===== config.mk =====
export PLATFORM = sky130hd
export DESIGN_NAME = multicycle_divider
export DESIGN_NICKNAME = d
export VERILOG_FILES = /design/src/rtl/multicycle_divider.sv
export SDC_FILE = /design/constraint.sdc
export NUM_CORES = 1
export LEC_CHECK = 0
export CAP_MARGIN = 20
export CORE_MARGIN = 1.5
export CORE_UTILIZATION = 57
export DETAILED_ROUTE_END_ITERATION = 10
export PLACE_DENSITY = 0.9
export SLEW_MARGIN = 20
export SYNTH_ARGS = -nofsm -noshare
export SYNTH_HDL_FRONTEND = slang
export SYNTH_SLANG_ARGS = --single-unit
export TNS_END_PERCENT = 50

===== constraint.sdc =====
create_clock -name CLK -period 4.8 [get_ports CLK]
set_clock_uncertainty 0.1 [all_clocks]
set_input_delay 0.96 -clock CLK [delete_from_list [all_inputs] [get_ports CLK]]
set_output_delay 0.96 -clock CLK [all_outputs]
set_load 0.02 [all_outputs]

===== src/rtl/multicycle_divider.sv =====
// ============================================================================
// Module   : multicycle_divider
// Purpose  : Iterative NxN integer divider for an RV32M execute stage.
//            Retires BITS_PER_CYCLE quotient bits per clock by restoring
//            division on operand magnitudes. Divide-by-zero and signed
//            overflow bypass the iteration, and sign correction is applied
//            in a dedicated FIXUP cycle. A flush aborts any operation.
// Ports    : CLK, nRST        clock, asynchronous active-low reset
//            start, flush     begin a new operation / abort (flush wins)
//            is_signed        1 = DIV/REM, 0 = DIVU/REMU
//            dividend/divisor operands, sampled only in the start cycle
//            busy, finished   operation in progress / result valid
//            quotient/remainder  RISC-V results
//            div_by_zero/overflow  special-case flags, valid with finished
// Revision : 1.0 - initial release
// ============================================================================
`default_nettype none

module multicycle_divider #(
  parameter int N              = 32,
  parameter int BITS_PER_CYCLE = 1
) (
  input  logic         CLK,
  input  logic         nRST,
  input  logic         start,
  input  logic         flush,
  input  logic         is_signed,
  input  logic [N-1:0] dividend,
  input  logic [N-1:0] divisor,
  output logic         busy,
  output logic         finished,
  output logic [N-1:0] quotient,
  output logic [N-1:0] remainder,
  output logic         div_by_zero,
  output logic         overflow
);

  localparam int ITERS = N / BITS_PER_CYCLE;
  localparam int CW    = $clog2(ITERS + 1);

  generate
    if (N < 4 || (N % 2) != 0 ||
        !(BITS_PER_CYCLE == 1 || BITS_PER_CYCLE == 2 || BITS_PER_CYCLE == 4) ||
        (N % BITS_PER_CYCLE) != 0) begin : g_param_check
      $error("multicycle_divider: illegal N / BITS_PER_CYCLE combination");
    end
  endgenerate

  typedef enum logic [2:0] {
    IDLE    = 3'd0,
    SPECIAL = 3'd1,
    ITERATE = 3'd2,
    FIXUP   = 3'd3,
    DONE    = 3'd4
  } state_t;

  state_t state, next_state;

  // quotient doubles as the dividend shift register during ITERATE: dividend
  // bits leave at the MSB while quotient bits enter at the LSB.
  logic [N-1:0]  quo_r;
  logic [N-1:0]  rem_r;
  logic [N-1:0]  divisor_mag;
  logic          neg_quo;
  logic          neg_rem;
  logic          is_dbz;
  logic          is_ovf;
  logic [CW-1:0] cnt;
  logic          dbz_out;
  logic          ovf_out;

  // ---------------- capture-time decode ----------------
  logic         a_neg, b_neg;
  logic [N-1:0] a_mag, b_mag;
  logic         cap_dbz, cap_ovf, cap_special;

  always_comb begin
    a_neg       = is_signed & dividend[N-1];
    b_neg       = is_signed & divisor[N-1];
    a_mag       = a_neg ? (~dividend + 1'b1) : dividend;
    b_mag       = b_neg ? (~divisor + 1'b1) : divisor;
    cap_dbz     = (divisor == '0);
    cap_ovf     = is_signed && (dividend == {1'b1, {(N-1){1'b0}}}) &&
                  (divisor == '1);
    // Flags are mutually exclusive: divide-by-zero takes precedence.
    cap_ovf     = cap_ovf & ~cap_dbz;
    cap_special = cap_dbz | cap_ovf;
  end

  // ---------------- chained restoring steps ----------------
  logic [N-1:0] it_rem [0:BITS_PER_CYCLE];
  logic [N-1:0] it_quo [0:BITS_PER_CYCLE];
  logic [N:0]   shifted;
  logic [N:0]   trial;

  always_comb begin
    it_rem[0] = rem_r;
    it_quo[0] = quo_r;
    shifted   = '0;
    trial     = '0;
    for (int i = 0; i < BITS_PER_CYCLE; i++) begin
      shifted = {it_rem[i], it_quo[i][N-1]};
      // N+1 bit subtract: bit N is the borrow, i.e. the trial went negative.
      trial   = shifted - {1'b0, divisor_mag};
      if (!trial[N]) begin
        it_rem[i+1] = trial[N-1:0];
        it_quo[i+1] = {it_quo[i][N-2:0], 1'b1};
      end else begin
        it_rem[i+1] = shifted[N-1:0];
        it_quo[i+1] = {it_quo[i][N-2:0], 1'b0};
      end
    end
  end

  // ---------------- FSM ----------------
  always_ff @(posedge CLK or negedge nRST) begin
    if (!nRST) begin
      state <= IDLE;
    end else begin
      state <= next_state;
    end
  end

  always_comb begin
    next_state = state;
    busy       = 1'b0;
    finished   = 1'b0;
    case (state)
      SPECIAL: begin
        busy       = 1'b1;
        next_state = DONE;
      end
      ITERATE: begin
        busy = 1'b1;
        if (cnt == CW'(1)) next_state = FIXUP;
      end
      FIXUP: begin
        busy       = 1'b1;
        next_state = DONE;
      end
      DONE:    finished = 1'b1;
      default: next_state = state;
    endcase
    if (flush) begin
      next_state = IDLE;
    end else if (start) begin
      next_state = cap_special ? SPECIAL : ITERATE;
    end
  end

  // ---------------- datapath ----------------
  always_ff @(posedge CLK or negedge nRST) begin
    if (!nRST) begin
      quo_r       <= '0;
      rem_r       <= '0;
      divisor_mag <= '0;
      neg_quo     <= 1'b0;
      neg_rem     <= 1'b0;
      is_dbz      <= 1'b0;
      is_ovf      <= 1'b0;
      cnt         <= CW'(ITERS);
      dbz_out     <= 1'b0;
      ovf_out     <= 1'b0;
    end else if (flush) begin
      // Results hold their last values; only the flags are withdrawn.
      dbz_out <= 1'b0;
      ovf_out <= 1'b0;
    end else if (start) begin
      // Special cases preload the raw dividend: it is already the remainder
      // for divide-by-zero and the quotient for overflow.
      quo_r       <= cap_special ? dividend : a_mag;
      rem_r       <= cap_special ? dividend : '0;
      divisor_mag <= b_mag;
      neg_quo     <= a_neg ^ b_neg;
      neg_rem     <= a_neg;
      is_dbz      <= cap_dbz;
      is_ovf      <= cap_ovf;
      cnt         <= CW'(ITERS);
      dbz_out     <= 1'b0;
      ovf_out     <= 1'b0;
    end else begin
      case (state)
        SPECIAL: begin
          if (is_dbz) begin
            quo_r   <= '1;
            dbz_out <= 1'b1;
          end else if (is_ovf) begin
            rem_r   <= '0;
            ovf_out <= 1'b1;
          end
        end
        ITERATE: begin
          quo_r <= it_quo[BITS_PER_CYCLE];
          rem_r <= it_rem[BITS_PER_CYCLE];
          cnt   <= cnt - CW'(1);
        end
        FIXUP: begin
          // Negating zero yields zero, so a zero quotient needs no guard.
          if (neg_quo) quo_r <= ~quo_r + 1'b1;
          if (neg_rem) rem_r <= ~rem_r + 1'b1;
        end
        default: ;
      endcase
    end
  end

  assign quotient    = quo_r;
  assign remainder   = rem_r;
  assign div_by_zero = dbz_out;
  assign overflow    = ovf_out;

endmodule

`default_nettype wire


**Word-level counts from Yosys, hierarchy flattened**

Index checks and enable logic that the tools add are counted.
W data, S select, Z words.

- Logic and storage cells: 93
- Output and inout port bits: 68
- Input bits: 69
- Register bits after elaboration: 111

- Reductions and logical operators: 18
- $add $sub $neg: 6
- Eq/ne operators: 14
- Multiplexer cells: 33
- Bitwise operators: 11

Operators with widths:

| kind | number |
|---|---|
| $mux W32 | 12 |
| $pmux W32 S3 | 2 |
| $add A32 B1 Y32 const B | 4 |
| $not A32 Y32 | 4 |
| $eq A32 B32 Y1 const B | 2 |
| $sub A33 B32 Y33 | 1 |
| $logic_not A32 Y1 | 1 |
| $ne A3 B3 Y1 const B | 6 |
| $mux W1 | 12 |
| $mux W6 | 2 |
| $mux W3 | 3 |
| $reduce_bool A3 Y1 | 3 |
| $reduce_and A2 Y1 | 4 |
| $reduce_bool A4 Y1 | 2 |
| $eq A3 B2 Y1 const B | 2 |
| $eq A6 B1 Y1 const B | 1 |
| $pmux W3 S2 | 1 |
| $sub A6 B1 Y6 const B | 1 |
| $reduce_and A5 Y1 | 1 |
| $ne A4 B4 Y1 const B | 1 |
| $reduce_and A4 Y1 | 1 |
| $and A1 B1 Y1 | 3 |
| $eq A3 B1 Y1 const B | 1 |
| $eq A3 B3 Y1 const B | 1 |
| other kinds (9) | 11 |

**Logic depth before layout (Yosys ltp)**

- Word-level depth: 8
- Mapped depth: 15
- Mapped depth without buffers: 13

**Least setup slack after synthesis**

Ideal clock, no wire load.

- Path kind: register to register
- Start: register rem_r[26] (netlist: remainder[26])
- End: register rem_r[21] (netlist: remainder[21])
- Required time: 4.572 ns
- Path slack: 1.092 ns
- Path buffers: 2
- Library setup time: 0.128 ns
- Period minus slack after synthesis: 3.708 ns
- Arrival: 3.481 ns
- Cell stages (with the launch flop): 13
- Path through: dfrtp_1 ha_1 clkbuf_1 a31o_2 a211oi_1 o221ai_1 a2111oi_0 a21oi_1 xor2_1 clkbuf_1 mux2_2 a221oi_1 nor3_1

- Word-level cells in the longest chain between the ends: 4

RTL lines:

| what | line | source |
|---|---|---|
| start, declared | 62 | `logic [N-1:0] rem_r;` |
| start signal, assigned | 172 | `rem_r <= cap_special ? dividend : '0;` |
| start signal, assigned | 194 | `rem_r <= it_rem[BITS_PER_CYCLE];` |
| start signal, assigned | 200 | `if (neg_rem) rem_r <= ~rem_r + 1'b1;` |
| $sub A33 B32 Y33 | 104 | `trial = shifted - {1'b0, divisor_mag};` |
| $mux W32 | 105 | `if (!trial[N]) begin` |
| $pmux W32 S3 | 182 | `case (state)` |
| $mux W32 | 168 | `end else if (start) begin` |

Every way passes these cells.
A chain may end at the register's enable or synchronous reset.

**Worst setup path after layout**

- Start: register quo_r[31] (netlist: quotient[31])
- End: register rem_r[24] (netlist: remainder[24])

- Word-level cells in the longest chain between the ends: 4

RTL lines:

| what | line | source |
|---|---|---|
| start, declared | 61 | `logic [N-1:0] quo_r;` |
| start signal, assigned | 171 | `quo_r <= cap_special ? dividend : a_mag;` |
| start signal, assigned | 193 | `quo_r <= it_quo[BITS_PER_CYCLE];` |
| start signal, assigned | 199 | `if (neg_quo) quo_r <= ~quo_r + 1'b1;` |
| $sub A33 B32 Y33 | 104 |  |
| $mux W32 | 105 |  |
| $pmux W32 S3 | 182 |  |
| $mux W32 | 168 |  |

Every way passes these cells.

==> impl_metrics.ini <==
[run]
cap_violations = 0

[cts]
ctsHoldBuffers = 0
clock_latency_ns = 0.37
cts_tree = done
clock-sinks = 111
ctsResizeCount = 0
clkSlewWorstSetupHoldPaths_ns = 0.08
clockBufferDepth = 2
numCtsBuffers = 9
cts_setup_buffers = 0
cts_root_buffer = clkbuf_16
cts_max_level = 3

[setup_path]
endpoint_kind = flip-flop
critical_path.max_stage_delay_ns = 0.46
cp_max_fo = 37
worstPathRequired_ns = 4.91
crit_chain = inv_1 -> ha_1 -> fa_1 -> nor2b_1 -> o31ai_1 -> a31oi_1 -> o211ai_1 -> a21oi_1 -> xor2_4 -> buf_4 -> mux2_2 -> a221oi_1 -> a311oi_1
worstSetupPathType = reg -> reg
cp-start-kind = flip-flop
cpMaxStageDelayCell = dfrtp_1
cp.arrival_ns = 4.60

[sta]
max_freq_mhz = 222.9
worst_pin_slew_ns = 0.8692
rsz0062_at_grt = no
setup_viol = 0
min_period_ns = 4.487
drv_slew = 0
finalCritPeriodShare_pct = 93.48
relSlewSlack_pct = 40.56
setup_tns_ns = 0
hold_viol = 0

[synth]
yosys_warnings = 0
synth.avg_cell_area_sq_um = 7.844
synthTopCellsByArea = dfrtp_1, xor2_1, a21oi_1
netlist_area_sq_um = 9946
ys_seq_area_share_pct = 27.94
ys_types = 80
yosysTopAreaCell = dfrtp_1
syn-num-nets = 1377
ys.flop_type = dfrtp_1
synth-edff-count = 0
yosys.area.top_type_share_pct = 27.68
synth_commonest_cells = nand2_1, dfrtp_1, a21oi_1
synth_most_common_cell = nand2_1
ys_ff_latch = 111
netlist_instances = 1268
synthArstFlopShare_pct = 100.0

[place]
hpwlAfterDp_um = 22960
placed_cell_area_sq_um = 11590
gp_congestion = 0.9487
portBuffers = 136

[cells_and_area]
drive_above_1_share_pct = 7.375
final_cell_area_sq_um = 11920
diodes = 0
areaGrowthSynthToFinish_pct = 19.83
nets = 1487

[routing]
wirelength_um = 31020
dr_total_vias = 10620
drt_iter0_markers = 957
drtPass1Iterations = 5
drc = 0
viasPerCell = 6.605
final_antenna_net_count = 0
wl_per_cell_um = 19.29

[grt]
grt_pass1_wl_um = 49980
overflow = 0
grt_start_max_net_pins = 70
grt_use_total_pct = 34.22
antenna_found_initial = 0
grt_pass1_vias = 9997

[die]
chipWidth_um = 135.1
start_util_pct = 57.90
core_sq_um = 17180
fp.dieH_um = 135.1
ioPinCount = 137
rows = 48
dieArea_sq_um = 18250

[pwr]
totalPowerFinal_uw = 4289
powerDensity_nw_per_um2 = 359.9
peakVddDrop_mv = 0.2222
power.combinational.fraction_pct = 49.2
p_clk_share_pct = 19.5
leakage_uw = 0.004711
p_int_uw = 2492
swShare_pct = 41.89
net-switching-power_uw = 1797
seqPwrFrac_pct = 31.3

[worst_hold_path]
hold_path.class = reg -> reg

[status]
status = completed
[through the flow]
step | std cells | hold slack, ns | worst slack (ns) | utilization [%]
global placement | 1592 | 0.3617 | 0.2934 | 67.48
floorplan | 1268 | 0.3447 | 1.092 | -
finish | 1608 | 0.3842 | 0.3128 | 69.38
detailed placement | 1592 | 0.3712 | 0.1796 | 67.48
global route | 1608 | 0.3949 | 0.07794 | 69.38
CTS | 1608 | 0.3876 | 0.3913 | 69.35
[path summary, 6_finish.rpt]
path / from / endpoint / slack (ns) / cells past startpoint
max in group asynchronous: nRST / cnt[5] / 3.17 / 2
hold / removal: divisor_mag[24] / divisor_mag[24] / 0.38 / 2
hold reg to reg: divisor_mag[24] / divisor_mag[24] / 0.38 / 2
min in group asynchronous: nRST / quotient[8] / 0.52 / 1
setup / recovery: quotient[31] / remainder[24] / 0.31 / 13
setup reg to reg: quotient[31] / remainder[24] / 0.31 / 13
[sequential cells by signal, indices dropped and copies added, names as in the netlist, 3 cells and up]
name and count:
divisor_mag 32, quotient 32, remainder 32, cnt 6, state 3
[power groups by stage]
stage	registers (uW)	clock network, uW	logic, uW
floorplan	1400	0	1310
global placement	1340	0	2010
detailed placement	1350	0	2050
CTS	1330	836	2080
global route	1360	863	2290
finish	1340	835	2110
[placed cells by master, fill, tap and decap left out, types with 22 or more instances in the layout]
cell             synthesis  routed
nor3_1                  52      51
nor2_1                 103     101
dfrtp_1                110     110
nand2_1                138     138
xor2_1                  65      64
a21o_1                  22      22
a21oi_1                109     109
o31ai_1                 23      23
inv_1                   55      55
buf_4                    3      32
ha_1                    39      39
xnor2_1                 54      54
o21ai_0                 99      99
clkdlybuf4s50_1          0     135
a221oi_1                22      22
[kinds of logic (layout without fill, tap and decap cells)]
| logic type | Yosys count | after routing | share of synthesized area (%) |
|---|---|---|---|
| compound gates | 408 | 408 | 26.51 |
| xor+xnor | 119 | 119 | 10.48 |
| fa+ha+maj | 40 | 40 | 5.108 |
| buf+inv | 126 | 241 | 5.007 |
| flops | 111 | 111 | 27.94 |
| mux | 27 | 27 | 2.881 |
| simple gates | 437 | 437 | 22.08 |
[worst max-delay path: cells and delay by family (launching register included)]
kind                       cells  cell delay, ns
DFF                            1            0.46
AOI/OAI and AO/OA              6            1.72
xor gates and xnor gates       1            0.16
muxes                          1            0.40
buffers and inverters          2            0.57
adders and majority gates      2            0.70
and+or+nand+nor                1            0.20
[cell type report]
| type | count | area, sq um |
|---|---|---|
| Multi-Input combinational cell | 1031 | 6711 |
| Timing Repair Buffer | 168 | 1612 |
| Tap cell | 225 | 281.5 |
| Inverter | 57 | 214.0 |
| Fill cell | 1397 | 5259 |
| Clock buffer | 9 | 225.2 |
| Clock inverter | 7 | 95.09 |
| Sequential cell | 111 | 2779 |
[layer usage]
layer	up-vias	global-route usage [%]	wire (um)
met5	-	0	0
li1	4889	-	-
met1	4967	44.96	12410
met4	0	17.08	1111
met3	105	4.842	3090
met2	660	55.30	14400
No activity file was read; power rests on OpenSTA's default activity.
